`src/rtl/game_flow_ctrl.sv`:
```
// Game sequencer: IDLE -> COUNTDOWN -> PLAY -> OVER, with lane, score, lives and invulnerability.
// Optional PAUSE state when GAME_PAUSE_EN is defined (i_start toggles PLAY <-> PAUSE).
module game_flow_ctrl #(
  parameter int COUNT_FROM   = 3,
  parameter int COUNTDOWN_MS = 1000,
  parameter int LIVES        = 3,
  parameter int SCORE_MS     = 100,
  parameter int SCORE_MAX    = 9999,
  parameter int INVULN_MS    = 500
) (
  input  logic        clk,
  input  logic        rst,
  input  logic        i_tick,
  input  logic        i_start,
  input  logic        i_restart,
  input  logic [1:0]  i_play,
  input  logic        i_collide,
  output logic [2:0]  o_state,
  output logic [1:0]  o_countdown,
  output logic        o_lane,
  output logic [13:0] o_score,
  output logic [1:0]  o_lives,
  output logic        o_run,
  output logic        o_clear,
  output logic        o_hit
);

  localparam int MS_MAX = (COUNTDOWN_MS > SCORE_MS) ? COUNTDOWN_MS : SCORE_MS;
  localparam int MW     = $clog2(MS_MAX + 1);
  localparam int IW     = $clog2(INVULN_MS + 1);

  localparam logic [MW-1:0] CD_LAST   = MW'(COUNTDOWN_MS - 1);
  localparam logic [MW-1:0] SC_LAST   = MW'(SCORE_MS - 1);
  localparam logic [IW-1:0] INV_LOAD  = IW'(INVULN_MS);
  localparam logic [13:0]   SCORE_TOP = 14'(SCORE_MAX);
  localparam logic [1:0]    LIVES_LD  = 2'(LIVES);
  localparam logic [1:0]    DIGIT_LD  = 2'(COUNT_FROM);

  typedef enum logic [2:0] {
    S_IDLE  = 3'd0,
    S_CD    = 3'd1,
    S_PLAY  = 3'd2,
    S_OVER  = 3'd3,
    S_PAUSE = 3'd4
  } state_t;

  state_t        state_q, state_d;
  logic [MW-1:0] cnt_q, cnt_d;
  logic [IW-1:0] invuln_q, invuln_d;
  logic [1:0]    digit_q, digit_d;
  logic          lane_q, lane_d;
  logic [13:0]   score_q, score_d;
  logic [1:0]    lives_q, lives_d;
  logic          clear_q, clear_d;
  logic          hit_q, hit_d;
  logic          new_game;
  logic          pause_req;

`ifdef GAME_PAUSE_EN
  assign pause_req = i_start;
`else
  assign pause_req = 1'b0;
`endif

  always_ff @(posedge clk) begin
    if (!rst) begin
      state_q  <= S_IDLE;
      cnt_q    <= '0;
      invuln_q <= '0;
      digit_q  <= 2'd0;
      lane_q   <= 1'b0;
      score_q  <= 14'd0;
      lives_q  <= LIVES_LD;
      clear_q  <= 1'b0;
      hit_q    <= 1'b0;
    end else begin
      state_q  <= state_d;
      cnt_q    <= cnt_d;
      invuln_q <= invuln_d;
      digit_q  <= digit_d;
      lane_q   <= lane_d;
      score_q  <= score_d;
      lives_q  <= lives_d;
      clear_q  <= clear_d;
      hit_q    <= hit_d;
    end
  end

  always_comb begin
    state_d  = state_q;
    cnt_d    = cnt_q;
    invuln_d = invuln_q;
    digit_d  = digit_q;
    lane_d   = lane_q;
    score_d  = score_q;
    lives_d  = lives_q;
    clear_d  = 1'b0;
    hit_d    = 1'b0;
    new_game = (i_restart && state_q != S_IDLE) ||
               (i_start && (state_q == S_IDLE || state_q == S_OVER));

    if (new_game) begin
      state_d  = S_CD;
      cnt_d    = '0;
      invuln_d = '0;
      digit_d  = DIGIT_LD;
      lane_d   = 1'b0;
      score_d  = 14'd0;
      lives_d  = LIVES_LD;
      clear_d  = 1'b1;
    end else begin
      case (state_q)
        S_CD: begin
          if (i_tick) begin
            if (cnt_q == CD_LAST) begin
              cnt_d = '0;
              if (digit_q == 2'd1) begin
                state_d = S_PLAY;
                digit_d = 2'd0;
              end else begin
                digit_d = digit_q - 2'd1;
              end
            end else begin
              cnt_d = cnt_q + 1'b1;
            end
          end
        end
        S_PLAY: begin
          if (pause_req) begin
            state_d = S_PAUSE;
          end else begin
            if (i_tick) begin
              if (cnt_q == SC_LAST) begin
                cnt_d = '0;
                if (score_q != SCORE_TOP) score_d = score_q + 14'd1;
              end else begin
                cnt_d = cnt_q + 1'b1;
              end
            end
            // An accepted hit reloads the timer; a dropped one still lets the timer run down.
            if (i_collide && invuln_q == '0) begin
              hit_d    = 1'b1;
              invuln_d = INV_LOAD;
              lives_d  = lives_q - 2'd1;
              if (lives_q == 2'd1) state_d = S_OVER;
            end else if (i_tick && invuln_q != '0) begin
              invuln_d = invuln_q - 1'b1;
            end
            if (state_d == S_PLAY) begin
              if (i_play == 2'b01)      lane_d = 1'b0;
              else if (i_play == 2'b10) lane_d = 1'b1;
            end
          end
        end
        S_PAUSE: begin
          if (pause_req) state_d = S_PLAY;
        end
        default: ;
      endcase
    end
  end

  always_comb begin
    o_state     = state_q;
    o_countdown = digit_q;
    o_lane      = lane_q;
    o_score     = score_q;
    o_lives     = lives_q;
    o_run       = (state_q == S_PLAY);
    o_clear     = clear_q;
    o_hit       = hit_q;
  end

endmodule

```
`config.mk`:
```
export PLATFORM = sky130hd
export DESIGN_NAME = game_flow_ctrl
export DESIGN_NICKNAME = d
export VERILOG_FILES = /design/src/rtl/game_flow_ctrl.sv
export SDC_FILE = /design/constraint.sdc
export NUM_CORES = 1
export LEC_CHECK = 0
export BUFFER_PORTS_ARGS = -buffer_cell sky130_fd_sc_hd__clkbuf_2
export CAP_MARGIN = 30
export CELL_PAD_IN_SITES_DETAIL_PLACEMENT = 1
export CELL_PAD_IN_SITES_GLOBAL_PLACEMENT = 1
export CORE_ASPECT_RATIO = 1.4
export CORE_MARGIN = 4
export CORE_UTILIZATION = 39
export DETAILED_ROUTE_END_ITERATION = 7
export GPL_ROUTABILITY_DRIVEN = 1
export HOLD_SLACK_MARGIN = 0.03
export PLACE_DENSITY = 0.75
export SETUP_SLACK_MARGIN = 0.3
export SYNTH_ARGS = -nofsm -noshare
export SYNTH_HDL_FRONTEND = slang
export SYNTH_SLANG_ARGS = --single-unit
export TNS_END_PERCENT = 20
```
`constraint.sdc`:
```
create_clock -name clk -period 1.8 [get_ports clk]
set_input_delay 0.36 -clock clk [delete_from_list [all_inputs] [get_ports clk]]
set_output_delay 0.36 -clock clk [all_outputs]
set_load 0.005 [all_outputs]
```
After elaboration in Yosys (flattened, before gate mapping). Cells that the tools add are included.

Register bits after elaboration: 43. Bits of input ports: 8. Output and inout port bits: 25. Logic and storage cells: 87.

Add/sub/neg operators: 5. Equality and inequality tests: 18. Muxes and demuxes: 25. Bitwise operators: 2. Reductions and logical operators: 27.

Operator list (number): $mux W10 (4); $mux W3 (7); $pmux W10 S2 (1); $mux W9 (2); $add A14 B1 Y14 const B (1); $ne A14 B14 Y1 const B (1); $reduce_and A4 Y1 (3); $reduce_bool A2 Y1 (6); $add A10 B1 Y10 const B (1); $eq A10 B10 Y1 const B (1); $eq A10 B7 Y1 const B (1); $mux W2 (5); $eq A3 B2 Y1 const B (3); $logic_not A9 Y1 (1); $ne A3 B3 Y1 const B (3); $reduce_and A3 Y1 (3); $reduce_bool A9 Y1 (1); $sub A9 B1 Y9 const B (1); $ne A2 B2 Y1 const B (4); $eq A2 B1 Y1 const B (3); $pmux W3 S2 (1); $reduce_bool A3 Y1 (2); $mux W1 (5); $logic_and A1 B1 Y1 (4); other kinds (9) (13).

Depth between registers and ports, before layout. Gate-level depths: netlist (run 1).

Depth in word-level cells: 7. Gate-level depth with buffers: 7. Mapped depth without buffers: 6.

Worst setup path before layout (run 1). OpenSTA, ideal clock, no wires.

Kind: flip-flop to flip-flop. From: reg score_q[0], in the netlist o_score[0]. To: reg score_q[12], in the netlist o_score[12]. Arrival: 1.818 ns. Required time: 1.730 ns. Setup slack: -0.088 ns. Cell stages (with the launch flop): 6. Buffers on the path: 0. Period minus slack after synthesis: 1.888 ns. Cell sequence: dfxtp_1 > ha_1 > nand3_1 > or4_1 > or4_1 > a21oi_1.

Longest elaborated chain between the ends: 2. Elaborated cells on any way between the ends: 3. Those cells by class: add/sub: 1; eq/ne: 1; reduce/logical: 1.

Ends and longest elaborated chain: start: declaration (line 52) `logic [13:0] score_q, score_d;`; start signal: assignment (line 82) `score_q <= score_d;`; branches (longest 2 deep; another with $add A14 B1 Y14).

Parallel ways; which one is timed is not known. A chain may end at the register's enable or synchronous reset.

Final worst setup path (run 1).
From: reg cnt_q[2]. To: reg score_q[12], in the netlist o_score[12].

Longest elaborated chain between the ends: 2.

Ends and longest elaborated chain: start: declaration (line 48) `logic [MW-1:0] cnt_q, cnt_d;`; start signal: assignment (line 78) `cnt_q <= cnt_d;`; $eq A10 B7 Y1 (line 133) `if (cnt_q == SC_LAST) begin`; $reduce_and A4 Y1 (no line).

No other way between the ends.

==> flow_metrics.py, run 1 <==
metrics = {
    "run_status": {
        "outcome": "finished with violations",
        "failed_checks": "negative setup slack",
    },
    "die": {
        "coreArea_mm2": 0.005863,
        "io_pins": 33,
        "die_area_mm2": 0.007370,
        "rows": 33,
        "fp.dieH_um": 99.99,
        "die_x_um": 73.71,
        "initial_core_util": 0.4020,
    },
    "setup_path": {
        "worstSetupPathDepth": 5,
        "slowest_delay_ns": 0.58,
        "crit_arrival_ns": 2.12,
        "reg2regPathDepth": 5,
        "cp_slowest_cell": "or4_1",
        "timing.setup.critical_path_class": "reg2reg",
        "required_ns": 2.04,
        "path_max_fanout": 5,
        "startpoint_type": "flop",
        "cpLargestDelayFamily": "simple AND/OR/NAND/NOR gates",
        "crit_chain": "nor4_4 -> buf_4 -> nand4b_4 -> or4_1 -> a21oi_1",
        "critPathBufInv": 1,
        "crit_path_end_kind": "flop",
    },
    "route": {
        "drtAntennaViolNets": 0,
        "post_drt_wl_per_cell_um": 22.23,
        "first_iter_violations": 131,
        "vias_per_cell": 6.009,
        "dr.pass1.iters": 4,
        "vias": 2542,
        "drc_errors": 0,
        "wl_um": 9403,
    },
    "yosys": {
        "ys_async_sr_fraction": 0,
        "synth_top_area_frac": 0.3652,
        "synth.distinct_cells": 54,
        "netlist_top_cells_count": "dfxtp_1, a21oi_1, nor2_1",
        "synth-seq-area-share": 0.3652,
        "ys.warnings.count": 0,
        "avgSynthCellArea_um2": 8.963,
        "synth_top_cells_by_area": "dfxtp_1, a21oi_1, ha_1",
        "syn_area_mm2": 0.002357,
        "yosys.area.top_type": "dfxtp_1",
        "synth_most_common_cell": "dfxtp_1",
        "synth-seq-cells": 43,
        "synth_nets": 277,
        "synthCells": 263,
        "ys.flop_type": "dfxtp_1",
        "synth-edff-count": 0,
    },
    "cells_and_area": {
        "drive_gt1_frac": 0.5297,
        "fin_util": 0.6219,
        "fillCellCount": 659,
        "nets": 366,
        "area_growth_pct": 54.67,
        "num_antenna_cells": 0,
    },
    "timing": {
        "setup_ws_ns": -0.08091,
        "finalCritPeriodShare": 1.045,
        "fmax_mhz": 531.7,
        "fin_worst_skew_ns": 0.009546,
        "rsz0062_at_grt": "yes",
        "finalSetupViolCount": 4,
        "hold_viol_final": 0,
        "period_needed_ns": 1.881,
        "final_max_slew_viol_count": 0,
        "worst_pin_slew_ns": 0.4021,
        "relSlewSlack": 0.7309,
    },
    "grt": {
        "antenna_found_initial": 0,
        "grt_max_degree": 15,
        "grt_pass1_vias": 2569,
        "grt_overflow": 0,
        "grt_pass1_wl_um": 12460,
        "grtUsageTotal": 0.2181,
    },
    "clock_tree": {
        "cts_sinks": 43,
        "path_clk_slew_ns": 0.09,
        "clockBufferDepth": 2,
        "insertion_delay_ns": 0.31,
        "numCtsBuffers": 5,
        "cts_tree": "done",
        "htreeDepth": 2,
        "cts_root_buf": "clkbuf_8",
        "postCtsHoldBufs": 0,
    },
    "power_and_ir_drop": {
        "leakage_nw": 1.306,
        "clkPwrFrac": 0.441,
        "switching_share": 0.2391,
        "ir_drop_mv": 0.5571,
        "power_density_mw_per_mm2": 575.8,
        "power.switching_mw": 0.5020,
        "p_total_mw": 2.099,
        "seqPwrFrac": 0.458,
        "combPwrFrac": 0.101,
        "p_int_mw": 1.597,
    },
    "min_path": {
        "hold_class": "in2reg",
        "holdPathStages": 3,
    },
    "placement": {
        "hpwl_um": 5045,
        "gp_congestion": 0.7854,
        "place.port_buffers": 32,
    },
    "run": {
        "maxCapViolCount": 0,
    },
}
==> path summary, 6_finish.rpt <==
kind,from,end,slack (ns)
setup / recovery,cnt_q[2],o_score[12],-0.08
hold / removal,i_play[0],o_lane,0.40
setup reg to reg,cnt_q[2],o_score[12],-0.08
hold reg to reg,invuln_q[0],invuln_q[0],0.50
==> state kept, by name (all words and copies together) (netlist names) <==
| signal | count |
|---|---|
| cnt_q | 10 |
| invuln_q | 9 |
| o_clear | 1 |
| o_countdown | 2 |
| o_hit | 1 |
| o_lane | 1 |
| o_lives | 2 |
| o_score | 14 |
| o_state | 3 |
==> logic make-up after synthesis <==
family,count (synthesis),share of synthesized area
and+or+nand+nor,108,0.3041
AOI/OAI and AO/OA,61,0.1741
DFF,43,0.3652
buffers and inverters,26,0.04936
xor gates and xnor gates,12,0.04459
muxes,7,0.03079
adders and majority gates,6,0.03185
==> placed cells by master, fill, tap and decap left out, drive strengths merged, types with 5 or more instances in the layout <==
cell	count
a21oi	21
buf	58
clkbuf	38
dfxtp	43
ha	6
inv	16
mux2i	5
nand2	9
nand2b	5
nand3	11
nand4	6
nand4b	6
nor2	17
nor3	7
nor4	6
o211ai	9
o21ai	7
o31ai	10
or3	8
or4	10
xor2	8
==> area by class of cell <==
cell class	count	area, um^2	share of cell area
well taps	70	87.58	0.02402
inverters	16	60.06	0.01647
clock buffers	6	72.57	0.01990
clock inverters	2	60.06	0.01647
flip-flops and latches	43	898.4	0.2464
repair buffers	90	654.4	0.1795
multi-input cells	196	1813	0.4973
==> worst reg2reg max path, stage by stage, from the launching register on <==
cell and delay, ns:
dfxtp_4 0.38, nor4_4 0.30, buf_4 0.19, nand4b_4 0.18
or4_1 0.58, a21oi_1 0.18
==> per-stage QoR <==
stage               setup slack (ns)  hold WS, ns  area (um^2)   TNS, ns  instances
floorplan                     0.1078       0.4521         2452         0        263
finish                      -0.08091       0.4005         3646   -0.1587        423
detailed placement          -0.01992       0.4863         2948  -0.04726        398
CTS                          0.05717       0.3804         3271         0        415
global route                 -0.1750       0.4300         3646   -0.7579        423
global placement             0.03072       0.4665         2948         0        398
==> layer usage <==
| layer | share of wire | vias to the layer above | global-route usage |
|---|---|---|---|
| li1 | - | 1175 | - |
| met2 | 0.55 | 64 | 0.4146 |
| met4 | 0.032 | 0 | 0.09902 |
| met1 | 0.39 | 1277 | 0.2253 |
| met3 | 0.030 | 26 | 0.03307 |
| met5 | 0 | - | 0 |
==> power groups by stage <==
stage          Clock (mW)  Combinational (mW)  Sequential (mW)
2_1_floorplan           0              0.0855            0.988
3_3_place_gp            0               0.153            0.987
3_5_place_dp            0               0.158            0.988
4_1_cts             0.928               0.172            0.964
5_1_grt             0.973               0.224            0.963
6_report            0.926               0.212            0.961
==> what timing repair did <==
action	CTS	global route
endpoints found under the setup margin	44	44
buffers inserted	7	7
gates cloned	2	1
resized for setup	26	75
pin swaps	15	42
hold endpoints to repair	0	0
(Power assumes the default switching activity.)
==> inputs of run 2 (changes only) <==
--- a/config.mk
+++ b/config.mk
@@ -11,11 +11,12 @@
 export CELL_PAD_IN_SITES_GLOBAL_PLACEMENT = 1
 export CORE_ASPECT_RATIO = 1.4
 export CORE_MARGIN = 4
-export CORE_UTILIZATION = 39
+export CORE_UTILIZATION = 28
+export CTS_BUF_LIST = sky130_fd_sc_hd__clkbuf_8
 export DETAILED_ROUTE_END_ITERATION = 7
 export GPL_ROUTABILITY_DRIVEN = 1
 export HOLD_SLACK_MARGIN = 0.03
-export PLACE_DENSITY = 0.75
+export PLACE_DENSITY = 0.57
 export SETUP_SLACK_MARGIN = 0.3
 export SYNTH_ARGS = -nofsm -noshare
 export SYNTH_HDL_FRONTEND = slang
==> run 2 against run 1 <==
  * Core utilization down 20 points
  * Critical path type unchanged
  * Largest power group unchanged
  * Critical endpoint is now o_score[6]
  * First-iteration DRC count down 41%
  * Combinational power down 13%
  * The run now ends clean
==> flow_metrics.py, run 2 (synthesis results as in run 1) <==
metrics = {
    "route": {
        "first_iter_violations": 77,
        "dr.pass1.iters": 4,
        "wl_um": 7378,
        "post_drt_wl_per_cell_um": 16.25,
        "vias": 2353,
        "vias_per_cell": 5.183,
        "drc_errors": 0,
        "drtAntennaViolNets": 0,
    },
    "timing": {
        "worst_pin_slew_ns": 0.4822,
        "hold_viol_final": 0,
        "relSlewSlack": 0.6740,
        "rsz0062_at_grt": "yes",
        "fin_worst_skew_ns": 0.006253,
        "setup_tns_ns": 0,
        "fmax_mhz": 559.0,
        "finalSetupViolCount": 0,
        "timing.hold.ws_ns": 0.4051,
        "final_max_slew_viol_count": 0,
        "finalCritPeriodShare": 0.9938,
        "period_needed_ns": 1.789,
    },
    "setup_path": {
        "required_ns": 2.04,
        "regToRegEndpoint": "o_score[6]",
        "path_max_fanout": 7,
        "reg2regPathDepth": 6,
        "crit_path_end_kind": "flop",
        "r2r_start": "cnt_q[1]",
        "startpoint_type": "flop",
        "r2r_slack_ns": 0.01,
        "crit_arrival_ns": 2.03,
        "timing.setup.critical_path_class": "reg2reg",
    },
    "cells_and_area": {
        "num_antenna_cells": 0,
        "final_common_cell": "buf_4",
        "final_cell_mix": "buf_4, clkbuf_2, dfxtp_1",
        "drive_gt1_frac": 0.4659,
        "area_growth_pct": 45.59,
        "largest_register_ffs": 14,
        "nets": 366,
    },
    "clock_tree": {
        "htreeDepth": 2,
        "cts_root_buf": "clkbuf_8",
        "numCtsBuffers": 5,
        "cts_tree": "done",
        "clockBufferDepth": 2,
        "cts_sinks": 43,
        "insertion_delay_ns": 0.31,
        "path_clk_slew_ns": 0.08,
    },
    "die": {
        "rows": 39,
        "io_pins": 33,
        "fp.dieH_um": 116.6,
        "coreArea_mm2": 0.008198,
        "initial_core_util": 0.2875,
        "die_area_mm2": 0.009972,
        "die_x_um": 85.55,
    },
    "min_path": {
        "holdPathStages": 3,
        "hold_path_startpoint": "i_play[0]",
        "holdPathEnd": "o_lane",
        "hold_class": "in2reg",
    },
    "grt": {
        "antenna_found_initial": 0,
        "grtUsageTotal": 0.1562,
        "grt_pass1_vias": 2570,
        "grt_max_degree": 15,
        "grt_overflow": 0,
        "grt_pass1_wl_um": 12400,
    },
    "power_and_ir_drop": {
        "power_density_mw_per_mm2": 512.5,
        "ir_drop_mv": 0.3440,
        "leakage_nw": 1.261,
    },
    "run": {
        "maxCapViolCount": 0,
    },
    "placement": {
        "hpwl_um": 5357,
        "gp_congestion": 0.7468,
        "place.port_buffers": 32,
    },
    "run_status": {
        "outcome": "completed",
    },
}
## run 2: cell types whose count changed in the layout (fill, tap and decap cells not counted), moves of 3 or more
cell,delta
buf_4,+8
nand2b_4,-3
nor2_4,-3
o21ai_2,-3
nor2_1,+5
dfxtp_1,+3
nand2b_1,+3
buf_6,-6
## run 2: per-layer routing
metal / global-route usage / up-vias / share of wire
met2: 0.3029 / 23 / 0.55
met4: 0.05280 / 0 / 0.014
met5: 0 / - / 0
met1: 0.1701 / 1155 / 0.42
met3: 0.02470 / 6 / 0.021
li1: - / 1169 / -
## run 2: per-stage QoR
stage               area, um^2  setup WS [ns]  utilization  power [mW]  std cells
CTS                       3294       0.009982       0.4019       1.786        454
detailed placement        3053       -0.04749       0.3724       1.152        437
global placement          3053        0.01280       0.3724       1.148        437
global route              3432       -0.08043       0.4187       1.847        454
floorplan                 2452         0.1078            -       1.073        263
finish                    3432        0.01122       0.4187       1.759        454
## run 2: how the worst max path moves through the flow
stage / cells past startpoint / slack (ns) / startpoint / endpoint
after floorplan: 5 / 0.11 / o_score[1] / o_score[12]
after global placement: 6 / 0.01 / invuln_q[0] / invuln_q[2]
after detailed placement: 5 / -0.05 / cnt_q[1] / o_score[3]
after CTS: 6 / 0.01 / cnt_q[1] / o_score[10]
after global routing: 6 / -0.08 / cnt_q[9] / o_score[8]
final: 6 / 0.01 / cnt_q[1] / o_score[6]
## run 2: power breakdown
group,switching [mW],internal (mW),total [mW]
Clock,0.354,0.257,0.611
Combinational,0.0964,0.0877,0.184
Sequential,0.00846,0.956,0.964
Total,0.459,1.30,1.76
## run 2: critical path, stage by stage, from the launching register on
cell and delay (ns):
dfxtp_2 0.36, ha_4 0.13, and4b_2 0.31, nand4b_4 0.20
buf_4 0.19, or4_1 0.39, a21oi_1 0.13
## run 2: layout make-up
cell class	count	area [um^2]
Clock buffer	5	68.82
Clock inverter	2	7.507
Fill cell	979	4766
Inverter	16	60.06
Multi-Input combinational cell	195	1637
Sequential cell	43	889.6
Tap cell	102	127.6
Timing Repair Buffer	91	641.9
## run 2: timing repair
item,in CTS,in global routing
pin swaps,17,15
endpoints found under the setup margin,43,42
hold endpoints to repair,0,0
buffers inserted,9,0
cloned,1,0
gates resized for setup,23,35
hold buffers,0,0
==> inputs of run 3 (changes only) <==
==> constraint.sdc (replaced) <==
create_clock -name clk -period 1.8 [get_ports clk]
set_input_delay 0.36 -clock clk [delete_from_list [all_inputs] [get_ports clk]]
set_output_delay 0.36 -clock clk [all_outputs]
set_load 0.1 [all_outputs]
==> run 3 against run 2 <==
  * The flow now finishes with violations (negative setup slack)
  * Power grew 3.6%
  * Global-route usage grew 0.22 points
  * Combinational power grew 33%
  * Die area did not move
  * Wire length is 4.2% higher
  * Critical path type is now reg2out
  * Largest power group unchanged
==> flow_metrics.py, run 3 (synthesis results as in run 1) <==
metrics = {
    "run_status": {
        "outcome": "finished with violations",
        "failed_checks": "negative setup slack",
    },
    "power_and_ir_drop": {
        "power.switching_mw": 0.5209,
        "combPwrFrac": 0.134,
        "switching_share": 0.2860,
        "leakage_nw": 1.386,
        "power_density_mw_per_mm2": 495.1,
        "p_total_mw": 1.821,
        "clkPwrFrac": 0.338,
        "seqPwrFrac": 0.527,
        "p_int_mw": 1.300,
        "ir_drop_mv": 0.2577,
    },
    "cells_and_area": {
        "fin_util": 0.4487,
        "num_antenna_cells": 0,
        "drive_gt1_frac": 0.4972,
        "post-route-cell-area_mm2": 0.003679,
        "area_growth_pct": 56.05,
        "fillCellCount": 940,
        "final_cell_mix": "buf_4, dfxtp_1, buf_6",
        "largest_register_ffs": 14,
        "final_cells": 460,
        "final_common_cell": "buf_4",
        "nets": 371,
    },
    "grt": {
        "grtUsageTotal": 0.1584,
        "grt_overflow": 0,
        "grt_pass1_wl_um": 12410,
        "grt_pass1_vias": 2524,
        "grt_max_degree": 15,
        "antenna_found_initial": 0,
    },
    "die": {
        "rows": 39,
        "coreArea_mm2": 0.008198,
        "die_area_mm2": 0.009972,
        "io_pins": 33,
        "die_x_um": 85.55,
        "initial_core_util": 0.2875,
        "fp.dieH_um": 116.6,
    },
    "placement": {
        "place_inst": 434,
        "place_area_mm2": 0.003009,
        "gp_congestion": 0.7396,
        "place.port_buffers": 32,
        "hpwl_um": 5090,
    },
    "setup_path": {
        "timing.setup.critical_path_class": "reg2out",
        "startpoint_type": "flop",
        "crit_arrival_ns": 1.47,
        "path_max_fanout": 3,
        "crit_path_end_kind": "output port",
        "reg2regPathDepth": 6,
        "required_ns": 1.44,
    },
    "min_path": {
        "holdPathStages": 3,
        "hold_class": "in2reg",
    },
    "timing": {
        "rsz0062_at_grt": "yes",
        "fmax_mhz": 547.2,
        "setup_tns_ns": -0.07938,
        "fin_worst_skew_ns": 0.01386,
        "worst_pin_slew_ns": 0.5428,
        "final_max_slew_viol_count": 0,
        "relSlewSlack": 0.6396,
        "finalSetupViolCount": 3,
        "finalCritPeriodShare": 1.015,
        "period_needed_ns": 1.828,
        "setup_ws_ns": -0.02756,
        "hold_viol_final": 0,
    },
    "clock_tree": {
        "cts_tree": "done",
        "clockBufferDepth": 2,
        "path_clk_slew_ns": 0.09,
        "cts_sinks": 43,
        "numCtsBuffers": 5,
        "insertion_delay_ns": 0.31,
        "htreeDepth": 2,
        "cts_root_buf": "clkbuf_8",
    },
    "route": {
        "first_iter_violations": 54,
        "drc_errors": 0,
        "drtAntennaViolNets": 0,
        "vias_per_cell": 5.189,
        "post_drt_wl_per_cell_um": 16.71,
        "wl_um": 7685,
        "vias": 2387,
        "dr.pass1.iters": 4,
    },
    "run": {
        "maxCapViolCount": 0,
    },
}
==> run 3: critical path, cell delays in order, from the launching register on <==
cell        delay, ns
dfxtp_4          0.37
buf_6            0.12
or3b_4           0.39
clkinvlp_4       0.11
buf_12           0.17
==> run 3: path summary, 6_finish.rpt <==
check             slack, ns          end         from
hold / removal         0.38       o_lane    i_play[0]
setup reg to reg      -0.03   o_score[6]     cnt_q[1]
hold reg to reg        0.49  invuln_q[0]  invuln_q[0]
setup / recovery      -0.03        o_run   o_state[2]
==> run 3: power by group through the flow <==
| stage | Combinational, mW | Clock [mW] | Sequential (mW) |
|---|---|---|---|
| after floorplan | 0.0839 | 0 | 1.04 |
| after global placement | 0.211 | 0 | 0.983 |
| after detailed placement | 0.213 | 0 | 0.983 |
| after CTS | 0.240 | 0.649 | 0.962 |
| after global routing | 0.261 | 0.687 | 0.963 |
| final | 0.245 | 0.616 | 0.960 |
==> run 3: area by class of cell <==
cell class | count | area (um^2) | share of cell area
Multi-Input combinational cell | 195 | 1694 | 0.4605
Sequential cell | 43 | 900.9 | 0.2449
Timing Repair Buffer | 96 | 812.0 | 0.2207
Tap cell | 102 | 127.6 | 0.03469
Clock buffer | 5 | 68.82 | 0.01871
Inverter | 16 | 63.81 | 0.01735
Clock inverter | 3 | 11.26 | 0.003061
==> run 3: metal layers <==
metal | track usage | vias to the layer above | part of all wire
met1 | 0.1652 | 1172 | 0.40
met3 | 0.03317 | 9 | 0.023
li1 | - | 1177 | -
met2 | 0.3034 | 29 | 0.55
met5 | 0 | - | 0
met4 | 0.06653 | 0 | 0.020
==> run 3: what timing repair did <==
action | in CTS | in global routing
resized for setup | 83 | 31
hold buffers | 0 | 0
endpoints found under the setup margin | 65 | 51
endpoints found under the hold margin | 0 | 0
cloned | 2 | 0
pin swaps | 40 | 15
buffers inserted | 11 | 5
==> run 3: metrics by stage <==
step / hold slack (ns) / setup WS, ns
floorplan: 0.4521 / -0.4466
global placement: 0.4658 / -0.03327
detailed placement: 0.4860 / -0.08347
CTS: 0.3703 / -0.07026
global route: 0.3694 / -0.08414
finish: 0.3802 / -0.02756
